--- config.mk ---
export PLATFORM = sky130hd
export DESIGN_NAME = wishbone_register_slave
export DESIGN_NICKNAME = d
export VERILOG_FILES = /design/src/rtl/wishbone_register_slave.sv
export SDC_FILE = /design/constraint.sdc
export NUM_CORES = 1
export LEC_CHECK = 0
export CAP_MARGIN = 20
export CORE_MARGIN = 2
export CORE_UTILIZATION = 45
export DETAILED_ROUTE_END_ITERATION = 12
export GPL_TIMING_DRIVEN = 0
export PLACE_DENSITY_LB_ADDON = 0.05
export SLEW_MARGIN = 20
export SYNTH_ARGS = -nofsm -noshare
export SYNTH_HDL_FRONTEND = slang
export SYNTH_SLANG_ARGS = --single-unit
--- constraint.sdc ---
create_clock -name in_clock -period 2.85 [get_ports in_clock]
set_clock_uncertainty 0.2 [all_clocks]
set_input_delay 0.285 -clock in_clock [delete_from_list [all_inputs] [get_ports in_clock]]
set_output_delay 0.285 -clock in_clock [all_outputs]
set_load 0.1 [all_outputs]
--- src/rtl/wishbone_register_slave.sv ---
// wishbone_register_slave
//   Wishbone classic-cycle responder holding a bank of 32-bit registers.
//   Word 0 is a read-only ID word; words 1..NUM_REGS-1 are writable with
//   per-byte lane enables. Every captured request is answered by exactly one
//   ack (legal) or err (illegal) pulse, WAIT_STATES cycles after capture,
//   unless cyc drops while waiting (silent abort) or reset intervenes.
//
// Ports
//   in_clock     : sole clock, rising edge
//   in_reset     : synchronous, active-high reset
//   in_wb_cyc    : bus cycle active
//   in_wb_stb    : strobe; request valid when cyc & stb
//   in_wb_we     : 1 = write, 0 = read
//   in_wb_adr    : byte address; word index = adr[21:2]
//   in_wb_sel    : byte lane enables
//   in_wb_wdat   : write data
//   out_wb_ack   : normal termination, one-cycle pulse
//   out_wb_err   : error termination, one-cycle pulse
//   out_wb_rdat  : read data, held until the next response
module wishbone_register_slave #(
  parameter int unsigned NUM_REGS    = 8,
  parameter int unsigned WAIT_STATES = 2,
  parameter logic [31:0] ID_VALUE    = 32'hB10C_0001
) (
  input  logic        in_clock,
  input  logic        in_reset,
  input  logic        in_wb_cyc,
  input  logic        in_wb_stb,
  input  logic        in_wb_we,
  input  logic [21:0] in_wb_adr,
  input  logic [3:0]  in_wb_sel,
  input  logic [31:0] in_wb_wdat,
  output logic        out_wb_ack,
  output logic        out_wb_err,
  output logic [31:0] out_wb_rdat
);

  localparam int unsigned IW        = (NUM_REGS > 1) ? $clog2(NUM_REGS) : 1;
  localparam logic [3:0]  WAIT_INIT = (WAIT_STATES > 0) ? 4'(WAIT_STATES - 1) : 4'd0;

  typedef enum logic [1:0] {
    ST_IDLE,
    ST_WAIT,
    ST_RESP
  } state_t;

  state_t      state, state_next;
  logic [3:0]  wait_cnt, wait_cnt_next;
  logic        capture, respond;

  // Request decode straight from the bus
  logic        req;
  logic [19:0] in_idx;
  logic        in_legal;

  // Captured request
  logic          lat_we;
  logic          lat_legal;
  logic [IW-1:0] lat_idx;
  logic [3:0]    lat_sel;
  logic [31:0]   lat_wdat;

  // Request being answered this edge
  logic          rsp_we;
  logic          rsp_legal;
  logic [IW-1:0] rsp_idx;
  logic [3:0]    rsp_sel;
  logic [31:0]   rsp_wdat;
  logic [31:0]   rd_word;

  logic [31:0] regs [NUM_REGS];

  assign req    = in_wb_cyc & in_wb_stb;
  assign in_idx = in_wb_adr[21:2];
  assign in_legal = (in_wb_adr[1:0] == 2'b00)
                 && (32'(in_idx) < NUM_REGS)
                 && !(in_wb_we && (in_idx == '0));

  // With zero wait states the response happens on the capture edge itself,
  // so the live bus values stand in for the not-yet-latched ones.
  always_comb begin
    if (state == ST_IDLE) begin
      rsp_we    = in_wb_we;
      rsp_legal = in_legal;
      rsp_idx   = in_idx[IW-1:0];
      rsp_sel   = in_wb_sel;
      rsp_wdat  = in_wb_wdat;
    end else begin
      rsp_we    = lat_we;
      rsp_legal = lat_legal;
      rsp_idx   = lat_idx;
      rsp_sel   = lat_sel;
      rsp_wdat  = lat_wdat;
    end
  end

  assign rd_word = (rsp_idx == '0) ? ID_VALUE : regs[rsp_idx];

  // Next-state logic
  always_comb begin
    state_next    = state;
    wait_cnt_next = wait_cnt;
    capture       = 1'b0;
    respond       = 1'b0;
    unique case (state)
      ST_IDLE: begin
        if (req) begin
          capture = 1'b1;
          if (WAIT_STATES == 0) begin
            state_next = ST_RESP;
            respond    = 1'b1;
          end else begin
            state_next    = ST_WAIT;
            wait_cnt_next = WAIT_INIT;
          end
        end
      end
      ST_WAIT: begin
        // Dropping cyc abandons the request silently, even on the last wait edge
        if (!in_wb_cyc) begin
          state_next    = ST_IDLE;
          wait_cnt_next = '0;
        end else if (wait_cnt == '0) begin
          state_next = ST_RESP;
          respond    = 1'b1;
        end else begin
          wait_cnt_next = wait_cnt - 4'd1;
        end
      end
      ST_RESP: begin
        state_next = ST_IDLE;
      end
      default: begin
        state_next = ST_IDLE;
      end
    endcase
  end

  always_ff @(posedge in_clock) begin
    if (in_reset) begin
      state    <= ST_IDLE;
      wait_cnt <= '0;
    end else begin
      state    <= state_next;
      wait_cnt <= wait_cnt_next;
    end
  end

  // Request capture; bus changes after this are ignored
  always_ff @(posedge in_clock) begin
    if (in_reset) begin
      lat_we    <= 1'b0;
      lat_legal <= 1'b0;
      lat_idx   <= '0;
      lat_sel   <= '0;
      lat_wdat  <= '0;
    end else if (capture) begin
      lat_we    <= in_wb_we;
      lat_legal <= in_legal;
      lat_idx   <= in_idx[IW-1:0];
      lat_sel   <= in_wb_sel;
      lat_wdat  <= in_wb_wdat;
    end
  end

  // Response outputs; rdat holds between responses
  always_ff @(posedge in_clock) begin
    if (in_reset) begin
      out_wb_ack  <= 1'b0;
      out_wb_err  <= 1'b0;
      out_wb_rdat <= '0;
    end else begin
      out_wb_ack <= respond & rsp_legal;
      out_wb_err <= respond & ~rsp_legal;
      if (respond) begin
        out_wb_rdat <= (rsp_legal && !rsp_we) ? rd_word : '0;
      end
    end
  end

  // Register bank; word 0 is never written since writes to it are illegal
  always_ff @(posedge in_clock) begin
    if (in_reset) begin
      for (int unsigned i = 0; i < NUM_REGS; i++) begin
        regs[i] <= '0;
      end
    end else if (respond && rsp_legal && rsp_we) begin
      for (int unsigned b = 0; b < 4; b++) begin
        if (rsp_sel[b]) begin
          regs[rsp_idx][8*b +: 8] <= rsp_wdat[8*b +: 8];
        end
      end
    end
  end

endmodule

After elaboration in Yosys (flattened, before gate mapping) --
Memory sizes are Yosys's and may differ from the RTL's. Index checks and enable logic that the tools add are counted.
Storage, ports and cells: register bits 81, input port bits 63, bits in writable memories 256, output and inout bits 34, memories 1, word-level logic and storage cells 79
Cells by class: bitwise operators 4, $lt $le $gt $ge 1, $add $sub $neg 1, multiplexer cells 41, equality and inequality tests 4, reductions and logical operators 17
Memory list:
- regs | depth 8, bits a word 32, read ports 1, clocked after Yosys merged registers in 0, write ports 8, RTL line 71 | logic [31:0] regs [NUM_REGS];
Operators with widths (number):
- $mux 32 | 4
- $reduce_or 32->1 | 1
- $mux 1 | 25
- $logic_not 20->1 | 1
- $lt 20x4->1 const B | 1
- $mux 4 | 5
- $pmux 4 s2 | 1
- $logic_and 1x1->1 | 6
- $mux 2 | 3
- $mux 3 | 2
- $ne 3x3->1 const B | 2
- $logic_not 2->1 | 2
- $logic_not 4->1 | 1
- $pmux 2 s2 | 1
- $sub 4x1->4 const B | 1
- $and 1x1->1 | 3
- $logic_not 3->1 | 1
- $reduce_and 3->1 | 1
- $eq 2x1->1 const B | 1
- $logic_not 1->1 | 2
- $ne 2x2->1 const B | 1
- $reduce_and 2->1 | 1
- $reduce_bool 2->1 | 1
- $not 1->1 | 1

Depth between registers and ports, before layout --
Gate-level depths: netlist of the first run.
depth in word-level cells 12, depth in mapped cells 8, depth with buffers taken out 7

Worst setup path after synthesis of the first run --
No wires, ideal clock.
path kind flip-flop to flip-flop, from register wait_cnt[0], to memory regs[1][10] (enable), path buffers 0, setup time 326 ps, setup slack 309 ps, data arrival time 2015 ps, stages on the path, launching flop included 8, required time 2324 ps, period minus slack after synthesis 2541 ps, cell sequence dfxtp_1 -> inv_1 -> ha_1 -> nor3b_2 -> nand3_2 -> or4_4 -> nor2_4 -> a21o_1
RTL lines:
- start: declaration | RTL line 48 | logic [3:0] wait_cnt, wait_cnt_next;
- start signal: assignment | RTL line 145 | wait_cnt <= wait_cnt_next;
- end: declaration | RTL line 71

==> out/summary.txt, run 1 <==
Outcome - finished clean
CP required - 2.84 ns
First-pass GRT wire length - 65.3 mm
Worst slew pin tran - 1.07 ns
Number of enable flip-flop cells after synthesis - 225
Worst r2r src - wait_cnt[0]
Sequential Area - 8380 µm²
Avg Vias per Cell - 5.92
Largest cells by area after synthesis - edfxtp_1, dfxtp_1, nor2_1, nand2_1, a21o_1
Vias in the first global route - 10,200
Final hold vios - 0
I/O Pins - 97
Max Clk Rate - 356 MHz
Die width - 177 µm
Slew Limit Fails - 0
Gpl congestion - 0.871
Top cell type's share of synthesized area - 50.1%
Longest Clk Path Bufs - 3
Setup-failing EPs final - 0
R2R depth - 7
Most frequent cell after synthesis - nor2_1
Area leader, netlist - edfxtp_1
Worst setup path endpoint - regs[3][5]
Worst rel slew slack - 28.6%
Total power - 10.4 mW
Final Critical Period - 2.81 ns
CP Max Fanout - 10
RSZ-0062 raised after global routing - yes
Mapped Area - 13,500 µm²
Mapped Cells - 1,258
Peak VDD IR - 328 µV
All-Layer GR Usage - 29.0%
Period Utilization, post-route - 98.6%
Placed Area - 14,900 µm²
Remaining DRCs - 0
Core area - 29,600 µm²
DRT Pass-1 Iters - 6
CP startpoint - in_wb_adr[2]
Buffers on Ports - 94
CTS clk-pin slew, worst paths - 0.06 ns
FF-to-FF End - regs[5][3]
Most frequent cells after synthesis - nor2_1, nand2_1, edfxtp_1
Finished Cell Area - 16,300 µm²
HPWL after DPL - 31.0 mm
Number of synthesized register bits - 306
Hold Path Depth - 2
CTS tree - built
Share of layout cells above drive strength 1 - 12.6%
Seq/Total Area, Yosys - 62.2%
Drt total wl - 45.4 mm
CP Class - primary input to register
Distinct cells, synth - 68
Post-Syn Nets - 1,322
Routed WL per cell - 25.1 µm
Die area - 31,300 µm²
Crit start category - primary input
Reg2reg setup slack - 0.08 ns
ANT cells - 0
Area of the multi-input gates - 4850 µm²
Layout area overhead - 21.0%
FFs w/ async S/R, synth - 0%
Post-DRT Antenna Nets - 0
Mean Syn Cell Area - 10.7 µm²
Ys Warns - 0
PD cells - 636 nW/µm²
Clock Sinks - 306
CTS buffer count - 35
WP data arrival - 2.81 ns
Leakage power - 5.80 nW
Max Cap Violations - 0
# H-tree levels - 2
Antenna violations before repair - 0
Clk_lat worst skew - 0.51 ns
# rows - 63
Die H - 177 µm
Worst setup EP type - register
Fin nets - 1,457
Pin count of the biggest net entering global routing - 13
Initial Util - 45.6%
Filler Cell Count - 2,651
Worst min path class - primary input to register
DR iter-0 viols - 1,316
Gr ovfl total - 0
Clk root buf - clkbuf_16
Vias - 10,700
Main synth FF type - edfxtp_1
[registers in the layout, summed over array words and instances (netlist names)]
signal,cells
state,2
lat_idx,3
regs,225
wait_cnt,4
out_wb_rdat,32
lat_we,1
out_wb_ack,1
lat_wdat,32
lat_sel,4
out_wb_err,1
lat_legal,1
[kinds of logic after synthesis]
kind of cell / synth area share [%]
xor gates and xnor gates: 0.130
muxes: 1.97
DFF: 62.2
adders and majority gates: 0.0929
and+or+nand+nor: 16.9
AOI/OAI and AO/OA: 15.2
buffers and inverters: 3.52
[worst max-delay path, stage by stage]
cell and delay, ns:
clkdlybuf4s50_1 0.65, or3b_1 0.44, and2_1 0.21, buf_2 0.26
buf_2 0.28, nor2_2 0.32, a21o_2 0.34
[per-stage QoR]
stage / setup WS, ns / TNS, ns / hold slack, ns / cells / utilization [%]
finish: 0.0386 / 0 / 0.0555 / 1808 / 55.2
detailed placement: -0.603 / -124.47 / 0.239 / 1742 / 50.4
floorplan: 0.309 / 0 / 0.221 / 1258 / -
global route: -0.0438 / -2.62 / 0.0945 / 1808 / 55.2
CTS: -0.0484 / -0.713 / 0.0206 / 1805 / 54.4
global placement: -0.606 / -131.17 / 0.242 / 1742 / 50.4
[layout by cell type (no fill, tap or decap), drive strengths merged, types with 18 or more instances in the layout]
cell type / Yosys / layout
a21o: 57 / 57
a21oi: 74 / 74
a31oi: 23 / 23
buf: 54 / 54
clkbuf: 38 / 96
clkdlybuf4s50: 0 / 94
dfxtp: 81 / 81
edfxtp: 225 / 225
mux2i: 25 / 25
nand2: 229 / 229
nor2: 250 / 250
o22ai: 18 / 18
[area by class of cell]
| type | count | area share [%] |
|---|---|---|
| buffer | 91 | 2.85 |
| clock buffer | 55 | 6.34 |
| sequential | 306 | 51.4 |
| inverter | 11 | 0.253 |
| multi-input combinational | 849 | 29.7 |
| tap | 390 | 2.99 |
| timing repair buffer | 99 | 6.09 |
| clock inverter | 7 | 0.338 |
[power breakdown]
group | switching, mW | leakage [nW] | internal [mW] | total (mW)
sequential | 0.0512 | 2.98 | 4.90 | 4.96
combinational | 0.740 | 2.29 | 0.330 | 1.07
clock | 1.77 | 0.529 | 2.57 | 4.34
total | 2.56 | 5.80 | 7.81 | 10.4
[per-layer routing]
metal | vias to the layer above | global-route usage, % | routed length (µm)
met5 | - | 0 | 0
met4 | 0 | 9.47 | 1460
met3 | 105 | 6.10 | 4410
met2 | 601 | 46.2 | 21000
met1 | 5195 | 39.6 | 18600
li1 | 4798 | - | -
[how the worst min path moves through the flow]
stage	startpoint	endpoint	slack, ns
after floorplan	in_wb_sel[0]	lat_sel[0]	0.22
after global placement	lat_wdat[19]	lat_wdat[19]	0.24
after detailed placement	out_wb_rdat[10]	out_wb_rdat[10]	0.24
after CTS	in_wb_cyc	state[0]	0.02
after global routing	in_wb_cyc	state[0]	0.09
final	in_wb_cyc	state[0]	0.06
[timing repair]
| action | 4_1_cts | 5_1_grt |
|---|---|---|
| gates resized for setup | 41 | 51 |
| pin swaps | 0 | 2 |
| hold buffers | 1 | 0 |
| hold endpoints to repair | 1 | 0 |
| endpoints found under the setup margin | 338 | 409 |
| setup buffers | 0 | 4 |
No activity file was read; power rests on OpenSTA's default activity.
==> run 2: changes to the inputs <==
--- a/config.mk
+++ b/config.mk
@@ -5,7 +5,7 @@
 export SDC_FILE = /design/constraint.sdc
 export NUM_CORES = 1
 export LEC_CHECK = 0
-export CAP_MARGIN = 20
+export CORE_ASPECT_RATIO = 0.75
 export CORE_MARGIN = 2
 export CORE_UTILIZATION = 45
 export DETAILED_ROUTE_END_ITERATION = 12
==> run 2 against run 1 <==
First-iteration DRC count shrank 10%. Sequential power hardly changed. Wire length up 3.4%. Via count grew 0.77%. Combinational power hardly changed. Clock power is 2% lower. Fmax down 1.3%. Sequential share of layout area down 0.12 points. Critical endpoint is now out_wb_rdat[27]. Largest power group unchanged. Highest routed layer is now met5.
==> out/summary.txt, run 2 (synthesis gave the netlist of run 1 again) <==
Outcome - finished clean
Clock Sinks - 306
Share of layout cells above drive strength 1 - 13.2%
CP most frequent cell - clkbuf_1
Gpl congestion - 0.880
Layout area overhead - 21.3%
Slowest CP cell - clkbuf_1
HPWL after DPL - 32.2 mm
All-Layer GR Usage - 30.3%
CP Class - register to register
Final hold vios - 0
Filler Cell Count - 2,561
DRT Pass-1 Iters - 5
Core area - 29,300 µm²
CTS buffer count - 30
Setup-failing EPs final - 0
Leakage power - 5.80 nW
Most flop-heavy register - regs
Die width - 204 µm
Area of the multi-input gates - 4870 µm²
Inst Count DP - 1,744
Gr ovfl total - 0
WP data arrival - 3.09 ns
I/O Pins - 97
# rows - 54
Worst rel slew slack - 31.9%
Fin nets - 1,457
Antenna violations before repair - 1
First-pass GRT wire length - 68.6 mm
CTS clk-pin slew, worst paths - 0.07 ns
# H-tree levels - 1
DR iter-0 viols - 1,178
Period Utilization, post-route - 100%
PD cells - 630 nW/µm²
Avg Vias per Cell - 5.96
Leading cell type in the layout, fill and taps excluded - nor2_1
Post-DRT Antenna Nets - 0
Crit start category - register
Pin count of the biggest net entering global routing - 16
Vias in the first global route - 10,400
Setup WS post-layout - 0.00128 ns
Clk root buf - clkbuf_16
Largest stage delay, worst path - 0.67 ns
Worst setup EP type - register
Regs by FF count - regs (225), lat_wdat (32), out_wb_rdat (32)
CP cell instances - or2_0 -> clkbuf_1 -> o21ai_4 -> clkbuf_1 -> nand2_1 -> o22ai_1 -> o41ai_2
Routed WL per cell - 26.0 µm
Drt total wl - 47.0 mm
Clk_lat worst skew - 0.58 ns
Die area - 31,400 µm²
Peak VDD IR - 514 µV
Non-filler cells, final - 1,809
Buffers on Ports - 94
Sequential Area - 8380 µm²
CP Max Fanout - 10
Number of flip-flops under the largest register name - 225
Worst min path class - primary input to register
Commonest cells after routing, fill and taps aside - nor2_1, nand2_1, edfxtp_1, clkdlybuf4s50_1, dfxtp_1
Worst slew pin tran - 1.02 ns
Slew Limit Fails - 0
DP Worst Slack - -0.581 ns
Max Cap Violations - 0
Vias - 10,800
CTS tree - built
CP required - 3.09 ns
Final Critical Period - 2.85 ns
Die H - 154 µm
Remaining DRCs - 0
Longest Clk Path Bufs - 3
Initial Util - 46.1%
Max Clk Rate - 351 MHz
ANT cells - 0
==> run 2: cell types whose count changed in the layout (fill, tap and decap cells not counted), moves of 3 or more <==
cell       before  now
clkbuf_2       12    9
clkbuf_4        4    7
clkinv_2        2    5
bufinv_16       1    4
clkbuf_1       39   34
a21o_4         13   19
clkbuf_16      37   31
a21o_2         15    9
==> run 2: critical path, delay by kind of cell, from the launching register on <==
kind                   cells  cell delay, ns
AOI/OAI and AO/OA          3            0.73
buffers and inverters      2            0.86
DFF                        1            0.37
and+or+nand+nor            2            0.56
==> run 2: cell type report <==
type / count / area share (%)
Inverter: 11 / 0.253
Buffer: 92 / 2.92
Sequential cell: 306 / 51.3
Multi-Input combinational cell: 849 / 29.8
Tap cell: 392 / 3.00
Clock buffer: 43 / 5.33
Timing Repair Buffer: 103 / 6.35
Clock inverter: 13 / 1.08
==> run 2: layer usage <==
metal	share of wire (%)	vias up	global-route usage [%]
li1	-	4799	-
met1	43	5273	44.0
met2	43	610	45.4
met3	11	97	6.27
met4	3.1	2	9.32
met5	0.085	-	1.86
==> run 2: metrics by stage <==
stage	power (mW)	hold WS (ns)	setup TNS, ns	cell area, µm²	util [%]
after CTS	10.3	0.0650	-0.139	16100	55.1
after detailed placement	6.06	0.247	-130.46	14900	51.0
after floorplan	5.60	0.221	0	13500	-
final	10.3	0.0759	0	16300	55.9
after global routing	10.6	0.0739	-0.00503	16300	55.9
after global placement	6.05	0.242	-139.46	14900	50.9
==> run 2: repair_timing <==
action                                  4_1_cts  5_1_grt
endpoints found under the hold margin         3        0
gates resized for setup                      50       55
pin swaps                                     0        5
endpoints found under the setup margin      323      408
hold buffers                                  2        0
buffers inserted                              0        7
==> run 2: worst paths after layout <==
check / end / cells after the start / start / slack (ns)
min reg2reg: lat_wdat[22] / 2 / lat_wdat[22] / 0.25
max: out_wb_rdat[27] / 7 / state[0] / 0.001
max reg2reg: out_wb_rdat[27] / 7 / state[0] / 0.001
min: lat_wdat[17] / 3 / in_wb_wdat[17] / 0.08
==> run 2: power breakdown <==
part	switching [mW]	internal [mW]	leakage, nW	total (mW)
Clock	1.76	2.48	0.512	4.25
Combinational	0.751	0.345	2.30	1.10
Sequential	0.0531	4.90	2.98	4.95
